--- src/rtl/fetch_stage.sv ---
// fetch_stage: PC owner and 16-bit instruction fetch into the IF/ID register, with skid buffer and redirect flush.
// Optional build macro FETCH_PERF_CNT_EN adds fetch_cnt/flush_cnt performance counters.
module fetch_stage #(
    parameter logic [15:0] RESET_PC    = 16'h0000,
    parameter logic [4:0]  HALT_OPCODE = 5'b00000
) (
    input  logic        clk,
    input  logic        rst_n,
    input  logic        branch_cond,
    input  logic [15:0] pc_out_br,
    input  logic        id_stall,
    output logic        imem_rd,
    output logic [15:0] imem_addr,
    input  logic        imem_ready,
    input  logic [15:0] imem_data,
    output logic [15:0] if_instr,
    output logic [15:0] if_pc_plus_2,
    output logic        if_valid,
`ifdef FETCH_PERF_CNT_EN
    output logic [15:0] fetch_cnt,
    output logic [15:0] flush_cnt,
`endif
    output logic        halted
);
    typedef enum logic [1:0] {FETCH, DRAIN, HALT} state_t;
    localparam logic [15:0] NOP = 16'h0800;

    state_t      state_q, state_d;
    logic [15:0] pc_q, pc_d, redir_q, redir_d;
    logic [15:0] if_instr_q, if_instr_d, if_pc2_q, if_pc2_d;
    logic [15:0] skid_instr_q, skid_instr_d, skid_pc2_q, skid_pc2_d;
    logic        imem_rd_q, imem_rd_d, if_valid_q, if_valid_d;
    logic        skid_valid_q, skid_valid_d, halted_q, halted_d;
    logic        accept, deliver, load_ifid, pending;
    logic [15:0] pc_plus_2;

    assign accept    = imem_rd_q && imem_ready;
    assign pending   = imem_rd_q && !imem_ready;
    assign pc_plus_2 = pc_q + 16'd2;
    assign deliver   = accept && state_q == FETCH && !branch_cond;
    assign load_ifid = !branch_cond && !id_stall && (skid_valid_q || deliver);

    assign imem_rd      = imem_rd_q;
    assign imem_addr    = pc_q;
    assign if_instr     = if_instr_q;
    assign if_pc_plus_2 = if_pc2_q;
    assign if_valid     = if_valid_q;
    assign halted       = halted_q;

    // Next-state: redirect first, then FSM request control, then IF/ID / skid movement.
    always_comb begin
        state_d      = state_q;
        pc_d         = pc_q;
        redir_d      = redir_q;
        imem_rd_d    = imem_rd_q;
        if_instr_d   = if_instr_q;
        if_pc2_d     = if_pc2_q;
        if_valid_d   = if_valid_q;
        skid_instr_d = skid_instr_q;
        skid_pc2_d   = skid_pc2_q;
        skid_valid_d = skid_valid_q;
        halted_d     = halted_q;
        if (branch_cond) begin
            if_valid_d   = 1'b0;
            if_instr_d   = NOP;
            skid_valid_d = 1'b0;
            halted_d     = 1'b0;
            redir_d      = pc_out_br;
            state_d      = pending ? DRAIN : FETCH;
            imem_rd_d    = pending;
            pc_d         = pending ? pc_q : pc_out_br;
        end else begin
            case (state_q)
                FETCH: begin
                    if (accept) begin
                        pc_d      = pc_plus_2;
                        imem_rd_d = 1'b0;
                        if (imem_data[15:11] == HALT_OPCODE) begin
                            state_d  = HALT;
                            halted_d = 1'b1;
                        end
                    end else if (!imem_rd_q) begin
                        imem_rd_d = !skid_valid_q;
                    end
                end
                DRAIN: begin
                    if (accept) begin
                        pc_d      = redir_q;
                        imem_rd_d = 1'b0;
                        state_d   = FETCH;
                    end
                end
                default: imem_rd_d = 1'b0;
            endcase
            if (!id_stall) begin
                if (skid_valid_q) begin
                    if_instr_d   = skid_instr_q;
                    if_pc2_d     = skid_pc2_q;
                    skid_valid_d = 1'b0;
                end else if (deliver) begin
                    if_instr_d = imem_data;
                    if_pc2_d   = pc_plus_2;
                end
                if_valid_d = skid_valid_q || deliver;
            end else if (deliver) begin
                skid_instr_d = imem_data;
                skid_pc2_d   = pc_plus_2;
                skid_valid_d = 1'b1;
            end
        end
    end

    // State and pipeline registers with asynchronous active-low reset.
    always_ff @(posedge clk or negedge rst_n) begin
        if (!rst_n) begin
            state_q      <= FETCH;
            pc_q         <= RESET_PC;
            redir_q      <= RESET_PC;
            imem_rd_q    <= 1'b0;
            if_instr_q   <= NOP;
            if_pc2_q     <= 16'h0000;
            if_valid_q   <= 1'b0;
            skid_instr_q <= NOP;
            skid_pc2_q   <= 16'h0000;
            skid_valid_q <= 1'b0;
            halted_q     <= 1'b0;
        end else begin
            state_q      <= state_d;
            pc_q         <= pc_d;
            redir_q      <= redir_d;
            imem_rd_q    <= imem_rd_d;
            if_instr_q   <= if_instr_d;
            if_pc2_q     <= if_pc2_d;
            if_valid_q   <= if_valid_d;
            skid_instr_q <= skid_instr_d;
            skid_pc2_q   <= skid_pc2_d;
            skid_valid_q <= skid_valid_d;
            halted_q     <= halted_d;
        end
    end

    // A capture while stalled with a full skid would lose an instruction; requests are gated to prevent it.
    assert property (@(posedge clk) disable iff (!rst_n) !(deliver && id_stall && skid_valid_q));

`ifdef FETCH_PERF_CNT_EN
    logic [15:0] fetch_cnt_q, fetch_cnt_d, flush_cnt_q, flush_cnt_d;

    assign fetch_cnt = fetch_cnt_q;
    assign flush_cnt = flush_cnt_q;

    // Saturating counts of IF/ID loads and redirects.
    always_comb begin
        fetch_cnt_d = fetch_cnt_q + 16'(load_ifid && fetch_cnt_q != 16'hFFFF);
        flush_cnt_d = flush_cnt_q + 16'(branch_cond && flush_cnt_q != 16'hFFFF);
    end

    // Counter registers.
    always_ff @(posedge clk or negedge rst_n) begin
        if (!rst_n) begin
            fetch_cnt_q <= 16'h0000;
            flush_cnt_q <= 16'h0000;
        end else begin
            fetch_cnt_q <= fetch_cnt_d;
            flush_cnt_q <= flush_cnt_d;
        end
    end
`else
    logic unused_load;
    assign unused_load = load_ifid;
`endif
endmodule

--- config.mk ---
export PLATFORM = sky130hd
export DESIGN_NAME = fetch_stage
export DESIGN_NICKNAME = d
export VERILOG_FILES = /design/src/rtl/fetch_stage.sv
export SDC_FILE = /design/constraint.sdc
export NUM_CORES = 1
export LEC_CHECK = 0
export CORE_MARGIN = 2
export CORE_UTILIZATION = 56
export DETAILED_ROUTE_END_ITERATION = 12
export HOLD_SLACK_MARGIN = 0.12
export PLACE_DENSITY_LB_ADDON = 0.05
export SLEW_MARGIN = 20
export SYNTH_ARGS = -nofsm -noshare
export SYNTH_HDL_FRONTEND = slang
export SYNTH_SLANG_ARGS = --single-unit
--- constraint.sdc ---
create_clock -name clk -period 5.11 [get_ports clk]
set_clock_uncertainty 0.05 [all_clocks]
set_input_delay 1.022 -clock clk [delete_from_list [all_inputs] [get_ports clk]]
set_output_delay 1.022 -clock clk [all_outputs]
set_load 0.005 [all_outputs]
======== Word level (Yosys, flattened, before mapping) ========
Index checks and enable logic that the tools add are counted.
Widths: inputs -> output; s select.
storage, ports and cells
  output and inout bits ................... 51
  logic and storage cells ................. 74
  input bits .............................. 37
  bits in registers ....................... 102
cells by class
  bitwise gates (word level) .............. 2
  equality and inequality tests ........... 7
  mux-type cells .......................... 31
  add/sub/neg operators ................... 1
  reductions and logical operators ........ 22
operators by type and width
  kind                   count
  $mux 16                10
  $pmux 16 s2            1
  $add 16x2->16 const B  1
  $mux 1                 14
  $reduce_and 3->1       3
  $mux 2                 4
  $reduce_and 4->1       2
  $reduce_bool 2->1      4
  $ne 3x2->1 const B     2
  $ne 3x3->1 const B     2
  $reduce_bool 3->1      2
  $logic_not 5->1        1
  $logic_and 1x1->1      4
  $ne 2x2->1 const B     2
  $pmux 2 s2             1
  $logic_not 1->1        3
  $eq 2x1->1 const B     1
  $logic_not 2->1        1
  $not 1->1              2
  $pmux 1 s2             1
  $reduce_and 2->1       1
  $logic_or 1x1->1       1

======== Logic depth before layout (Yosys ltp) ========
Gate-level depths: netlist of run 1.
  depth in word-level cells ............... 7
  depth in mapped cells ................... 7
  depth with buffers taken out ............ 6

======== Least setup slack after synthesis of run 1 ========
Ideal clock, no wire load.
  kind .................................... input-to-reg
  from .................................... input branch_cond
  to ...................................... register if_pc2_q[11], in the netlist if_pc_plus_2[11]
  setup time .............................. 0.125 ns
  setup slack ............................. 2.840 ns
  buffers on the path ..................... 0
  stages .................................. 4
  arrival time ............................ 2.095 ns
  data required time ...................... 4.935 ns
  cells stage by stage .................... nor3_4 -> nand3_2 -> a21oi_1 -> mux2_2
on the way
  longest elaborated chain between the ends .. 4
  elaborated cells on any way between the ends .. 5
  classes of those cells .................. bitwise (1); reduce/logical (4)
RTL lines
  what                            line  source
  start: declaration              9     input logic branch_cond,
  $logic_not 1->1                 --
  $logic_and 1x1->1               40    assign deliver = accept && state_q == FETCH && !branch_cond;
  $reduce_bool 2->1 (no line)     --
  $reduce_and 3->1 (no line) (*)  --
  end signal: assignment          133   if_pc2_q <= if_pc2_d;
  end: declaration                30    logic [15:0] if_instr_q, if_instr_d, if_pc2_q, if_pc2_d;
Every way passes the cells marked *; elsewhere a longest branch is shown, timed or not.
A chain may end at the register's enable or synchronous reset.

======== Final worst setup path of run 1 ========
  from .................................... input branch_cond
  to ...................................... register if_pc2_q[9], in the netlist if_pc_plus_2[9]
Same word-level chain as after synthesis.

==> impl_metrics.csv, run 1 <==
group,metric,value,unit
placement,io_buffers,87,
floorplanning,ios,88,
synthesis,synthArstFlopShare,100,%
clock_tree,cts_buffer_depth,2,
synthesis,yosys.area.top_type_share,53.6,%
worst_setup_path,crit_type,"input pin to flop",
worst_setup_path,worstPathArrival,3.20,ns
floorplanning,die_w,95.3,um
floorplanning,rows,33,
sta,setup_viol,0,
global_routing,grt.overflow.total,0,
global_routing,grt.total_usage,24.8,%
placement,placed_cells,591,
layout,final_nets,535,
worst_setup_path,required,5.34,ns
global_routing,grt_pass1_vias,3301,
global_routing,antenna_found_initial,0,
synthesis,dominantRegCellSynth,"dfrtp_1",
worst_setup_path,cp-end-kind,"flop",
placement,dp_hpwl,7110,um
clock_tree,cts_resized,0,
route,route.detailed.drc,0,
sta,clock.fmax,336,MHz
floorplanning,die_y,95.3,um
worst_hold_path,min-delay-start,"skid_pc2_q[3]",
synthesis,synth_mux_area_share,13.7,%
synthesis,synthTopCellsByArea,"dfrtp_1 54%, mux2_2 9.2%, o21ai_0 4.6%",
clock_tree,cts_tree,"built",
worst_setup_path,reg2reg_setup_slack,2.38,ns
clock_tree,post_cts_buffers,0,
layout,final_area,5860,um2
layout,drive_above_1_share,14.1,%
synthesis,syn_nets,457,
floorplanning,core,8130,um2
layout,n_fill_cell,594,
placement,routabilityCongestion,0.796,
synthesis,synth_top_family_by_area,"compound AO/OA/AOI/OAI gates",
power,ir_drop,0.244,mV
route,wl_per_cell,17.1,um
power,power_leakage,0.00242,uW
sta,fin_setup_tns,0,ns
clock_tree,cts_buffers,9,
clock_tree,path_clk_slew,0.10,ns
sta,tightest_slew,0.917,ns
sta,slew_viol_final,0,
placement,placed_area,5590,um2
synthesis,synth_compound_gate_area_share,14.8,%
sta,period_minus_slack,2.98,ns
global_routing,grt_max_degree,80,
route,via_per_inst,5.78,
synthesis,synth-edff-count,0,
synthesis,synthTopCellsByCount,"100 x dfrtp_1, 43 x o21ai_0, 42 x nand2_1",
route,first_pass_iters,6,
placement,post-place-ws,1.73,ns
synthesis,synth_adder_area_share,0.268,%
layout,antenna_cells,0,
layout,syn2layout_area_growth,25.4,%
synthesis,synth.most_common_cell,"dfrtp_1",
clock_tree,cts_root_buf,"clkbuf_8",
synthesis,synth-simple-area-share,11.5,%
layout,fin_cells,607,
floorplanning,start_util,57.4,%
synthesis,avgSynthCellArea,11.1,um2
clock_tree,cts_sinks,102,
synthesis,yosysWarnings,0,
sta,relSlewSlack,38.8,%
sta,period_share,58.2,%
synthesis,synth-xor-area-share,2.44,%
worst_setup_path,reg2reg_from,"skid_valid_q",
synthesis,yosysSeqAreaShare,54.7,%
synthesis,ys_seq_elements,102,
clock_tree,ctsHoldBuffers,0,
route,finalWirelength,10400,um
clock_tree,cts.htree.levels,3,
global_routing,grt_pass1_wl,17000,um
worst_setup_path,crit_fanout,51,
job,cap_violations,0,
layout,fin_util,72.0,%
sta,rsz0062_at_grt,"false",
sta,setup_ws,2.13,ns
synthesis,synth_cell_types,49,
route,antenna_left,0,
synthesis,synth_cells,419,
sta,hold_violations,0,
worst_setup_path,crit_start,"branch_cond",
synthesis,synth_area,4670,um2
worst_setup_path,cp-start-kind,"input pin",
power,power.density,464,nW/um2
synthesis,yosysTopAreaCell,"dfrtp_1",
route,vias,3511,
floorplanning,dieArea,9090,um2
run_status,status,"finished, final reports clean",
clock_tree,clock_latency,0.37,ns
worst_hold_path,hp-class,"flop to flop",
route,drt-initial-drc-count,257,
## area by class of cell
cell class / instances / area, um2 / area share (%)
Inverter: 4 / 15.0 / 0.256
Multi-Input combinational cell: 288 / 1990 / 34.1
Sequential cell: 102 / 2550 / 43.6
Clock inverter: 6 / 118 / 2.01
Clock buffer: 10 / 138 / 2.35
Tap cell: 105 / 131 / 2.24
Timing Repair Buffer: 92 / 905 / 15.4
## metal layers
metal | part of all wire (%) | track usage (%) | vias to the layer above
li1 | - | - | 1656
met1 | 48 | 38.1 | 1740
met2 | 47 | 36.6 | 102
met5 | 0 | 0 | -
met4 | 1.0 | 6.16 | 0
met3 | 4.8 | 4.82 | 13
## cell families after synthesis
kind of cell | Yosys count
buffers and inverters | 29
AO/OA/AOI/OAI | 106
flip-flops | 102
adder cells (fa/ha/maj) | 1
AND/OR/NAND/NOR | 109
multiplexers | 59
XOR/XNOR | 13
## state kept, by name, indices dropped and copies added, names as in the netlist
register	flops
redir_q	16
skid_pc2_q	16
halted	1
skid_valid_q	1
if_valid	1
imem_addr	16
imem_rd	1
if_instr	16
if_pc_plus_2	16
state_q	2
skid_instr_q	16
## path summary, 6_finish.rpt
| kind | endpoint | cells after the start |
|---|---|---|
| worst max-delay path | if_pc_plus_2[9] | 7 |
| worst min-delay path | skid_pc2_q[3] | 2 |
| worst max register to register | if_pc_plus_2[9] | 6 |
| worst min register to register | skid_pc2_q[3] | 2 |
| max in group asynchronous | skid_instr_q[11] | 2 |
| min in group asynchronous | skid_instr_q[2] | 1 |
## layout by cell type (no fill, tap or decap), types with 2 or more instances in the layout
cell type and count:
dfrtp_1 100, clkdlybuf4s50_1 85, o21ai_0 43, nand2_1 42
mux2_2 38, nor2_1 35, mux2i_1 21, o2bb2ai_1 15
a21oi_1 15, clkbuf_8 10, nand3_1 8, xnor2_1 7
xor2_1 6, a222oi_1 5, buf_4 5, nand2b_1 4
a22oi_1 4, nor2b_1 4, a211oi_1 4, o211ai_1 4
a21o_1 3, a22o_1 3, inv_1 3, bufinv_16 3
nand4_1 2, o221ai_1 2, o32a_1 2, dfstp_2 2
## critical path, stage by stage
cell,delay [ns]
buf_2,0.69
nor3_4,0.13
nand3_2,0.19
a21o_1,0.52
buf_4,0.36
a211oi_1,0.09
a21o_1,0.17
## power by group
| group | internal [uW] | switching (uW) |
|---|---|---|
| registers | 1060 | 221 |
| logic | 457 | 344 |
| clock network | 343 | 287 |
## per-stage QoR
| stage | total power (uW) | hold slack (ns) |
|---|---|---|
| final | 2710 | 0.438 |
| after floorplan | 1670 | 0.399 |
| after detailed placement | 2100 | 0.421 |
| after global routing | 2890 | 0.464 |
| after global placement | 2060 | 0.411 |
| after CTS | 2730 | 0.442 |
Power figures use the tool's default switching activity.
==> inputs of run 2 (changes only) <==
--- a/config.mk
+++ b/config.mk
@@ -6,7 +6,7 @@
 export NUM_CORES = 1
 export LEC_CHECK = 0
 export CORE_MARGIN = 2
-export CORE_UTILIZATION = 56
+export CORE_UTILIZATION = 47
 export DETAILED_ROUTE_END_ITERATION = 12
 export HOLD_SLACK_MARGIN = 0.12
 export PLACE_DENSITY_LB_ADDON = 0.05
==> constraint.sdc (replaced) <==
create_clock -name clk -period 2.6 [get_ports clk]
set_clock_uncertainty 0.05 [all_clocks]
set_input_delay 0.52 -clock clk [delete_from_list [all_inputs] [get_ports clk]]
set_output_delay 0.52 -clock clk [all_outputs]
set_load 0.005 [all_outputs]
==> run 2 against run 1 <==
- worst setup slack worse by 1.6 ns
- non-clock buffer count increased by 8
- clock power grew 70%
- critical endpoint is now imem_addr[7]
- largest power group unchanged
==> impl_metrics.csv, run 2 (synthesis gave the netlist of run 1 again) <==
group,metric,value,unit
run_status,status,"finished, final reports clean",
worst_setup_path,required,2.03,ns
global_routing,grt_pass1_vias,3418,
power,power_leakage,0.00245,uW
worst_setup_path,cp.depth,1,
layout,drive_above_1_share,15.7,%
power,p_total,5170,uW
floorplanning,die_w,104,um
worst_setup_path,crit_path_cell_trace,"clkdlybuf4s50_1",
worst_setup_path,crit_family,"buffers and inverters",
global_routing,grt_max_degree,103,
clock_tree,cts.htree.levels,3,
clock_tree,path_clk_slew,0.10,ns
worst_setup_path,worstPathArrival,1.47,ns
route,first_pass_iters,4,
clock_tree,cts_buffers,9,
clock_tree,cts_sinks,102,
layout,antenna_cells,0,
worst_setup_path,cp-start-kind,"flop",
sta,relSlewSlack,27.5,%
sta,rsz0062_at_grt,"false",
route,via_per_inst,5.38,
floorplanning,dieArea,10800,um2
worst_setup_path,r2r_cells,6,
route,route.detailed.drc,0,
sta,period_minus_slack,2.04,ns
global_routing,grt.total_usage,20.1,%
route,antenna_left,0,
layout,most-common-layout-cells,"99 x dfrtp_1, 85 x clkdlybuf4s50_1, 43 x o21ai_0, 42 x nand2_1, 38 x mux2_2",
sta,period_share,78.3,%
global_routing,antenna_found_initial,0,
worst_setup_path,r2r_end,"if_pc_plus_2[11]",
sta,hold_violations,0,
global_routing,grt_pass1_wl,17500,um
route,drt-initial-drc-count,158,
power,power.density,871,nW/um2
floorplanning,ios,88,
layout,final_nets,543,
global_routing,grt.overflow.total,0,
clock_tree,cts_buffer_depth,2,
sta,tightest_slew,1.08,ns
worst_setup_path,cp-end-kind,"output pin",
clock_tree,cts_resized,0,
route,wl_per_cell,16.4,um
clock_tree,cts_root_buf,"clkbuf_8",
clock_tree,clock_latency,0.37,ns
placement,io_buffers,87,
clock_tree,cts_tree,"built",
sta,clock.fmax,491,MHz
worst_setup_path,reg2reg_from,"imem_addr[2]",
floorplanning,core,9730,um2
layout,final_common_cell,"dfrtp_1",
placement,routabilityCongestion,0.834,
floorplanning,start_util,48.0,%
worst_setup_path,slowest_delay,0.57,ns
worst_hold_path,hp-class,"input pin to async pin",
route,vias,3460,
sta,slew_viol_final,0,
sta,setup_ws,0.563,ns
clock_tree,ctsHoldBuffers,0,
power,ir_drop,0.421,mV
worst_setup_path,path_buf_inv,1,
worst_setup_path,worst_path_max_delay_cell,"clkdlybuf4s50_1",
placement,post-place-ws,0.182,ns
clock_tree,post_cts_buffers,0,
sta,setup_viol,0,
worst_setup_path,crit_fanout,5,
worst_setup_path,reg2reg_setup_slack,0.57,ns
route,finalWirelength,10600,um
sta,fin_setup_tns,0,ns
job,cap_violations,0,
layout,syn2layout_area_growth,26.9,%
placement,dp_hpwl,7450,um
worst_setup_path,crit_type,"flop to output pin",
floorplanning,rows,36,
floorplanning,die_y,104,um
==> run 2: layout make-up <==
cell class / count / area [um2]
Clock buffer: 11 / 151
Clock inverter: 5 / 63.8
Fill cell: 843 / 3800
Inverter: 4 / 15.0
Multi-Input combinational cell: 288 / 2000
Sequential cell: 102 / 2560
Tap cell: 133 / 166
Timing Repair Buffer: 100 / 973
==> run 2: metal layers <==
metal  GRT usage [%]  up-vias  routed length (um)
met1            28.3     1699                5090
met4            6.27        0                 127
li1                -     1681                   -
met2            32.5       71                5010
met5               0        -                   0
met3            2.77        9                 336
==> run 2: stage by stage <==
step	area (um2)	hold WS, ns	instances	utilization [%]
5_1_grt	5930	0.193	643	60.9
3_5_place_dp	5710	0.417	627	58.7
4_1_cts	5920	0.169	643	60.9
2_1_floorplan	4670	0.174	419	-
6_report	5930	0.132	643	60.9
3_3_place_gp	5710	0.409	627	58.7
==> run 2: power by group <==
| part | internal (uW) | total, uW | switching [uW] | leakage [uW] |
|---|---|---|---|---|
| Clock | 509 | 1070 | 557 | 0.000107 |
| Combinational | 923 | 1590 | 671 | 0.00105 |
| Sequential | 2090 | 2510 | 420 | 0.00129 |
==> run 2: how the worst max path moves through the flow <==
stage	slack [ns]	to	start
floorplan	0.80	if_pc_plus_2[11]	imem_addr[1]
global placement	0.25	if_instr[8]	imem_ready
detailed placement	0.18	if_instr[2]	imem_ready
CTS	0.53	imem_addr[15]	imem_rd
global route	0.40	if_instr[4]	skid_valid_q
finish	0.56	imem_addr[7]	imem_addr[7]
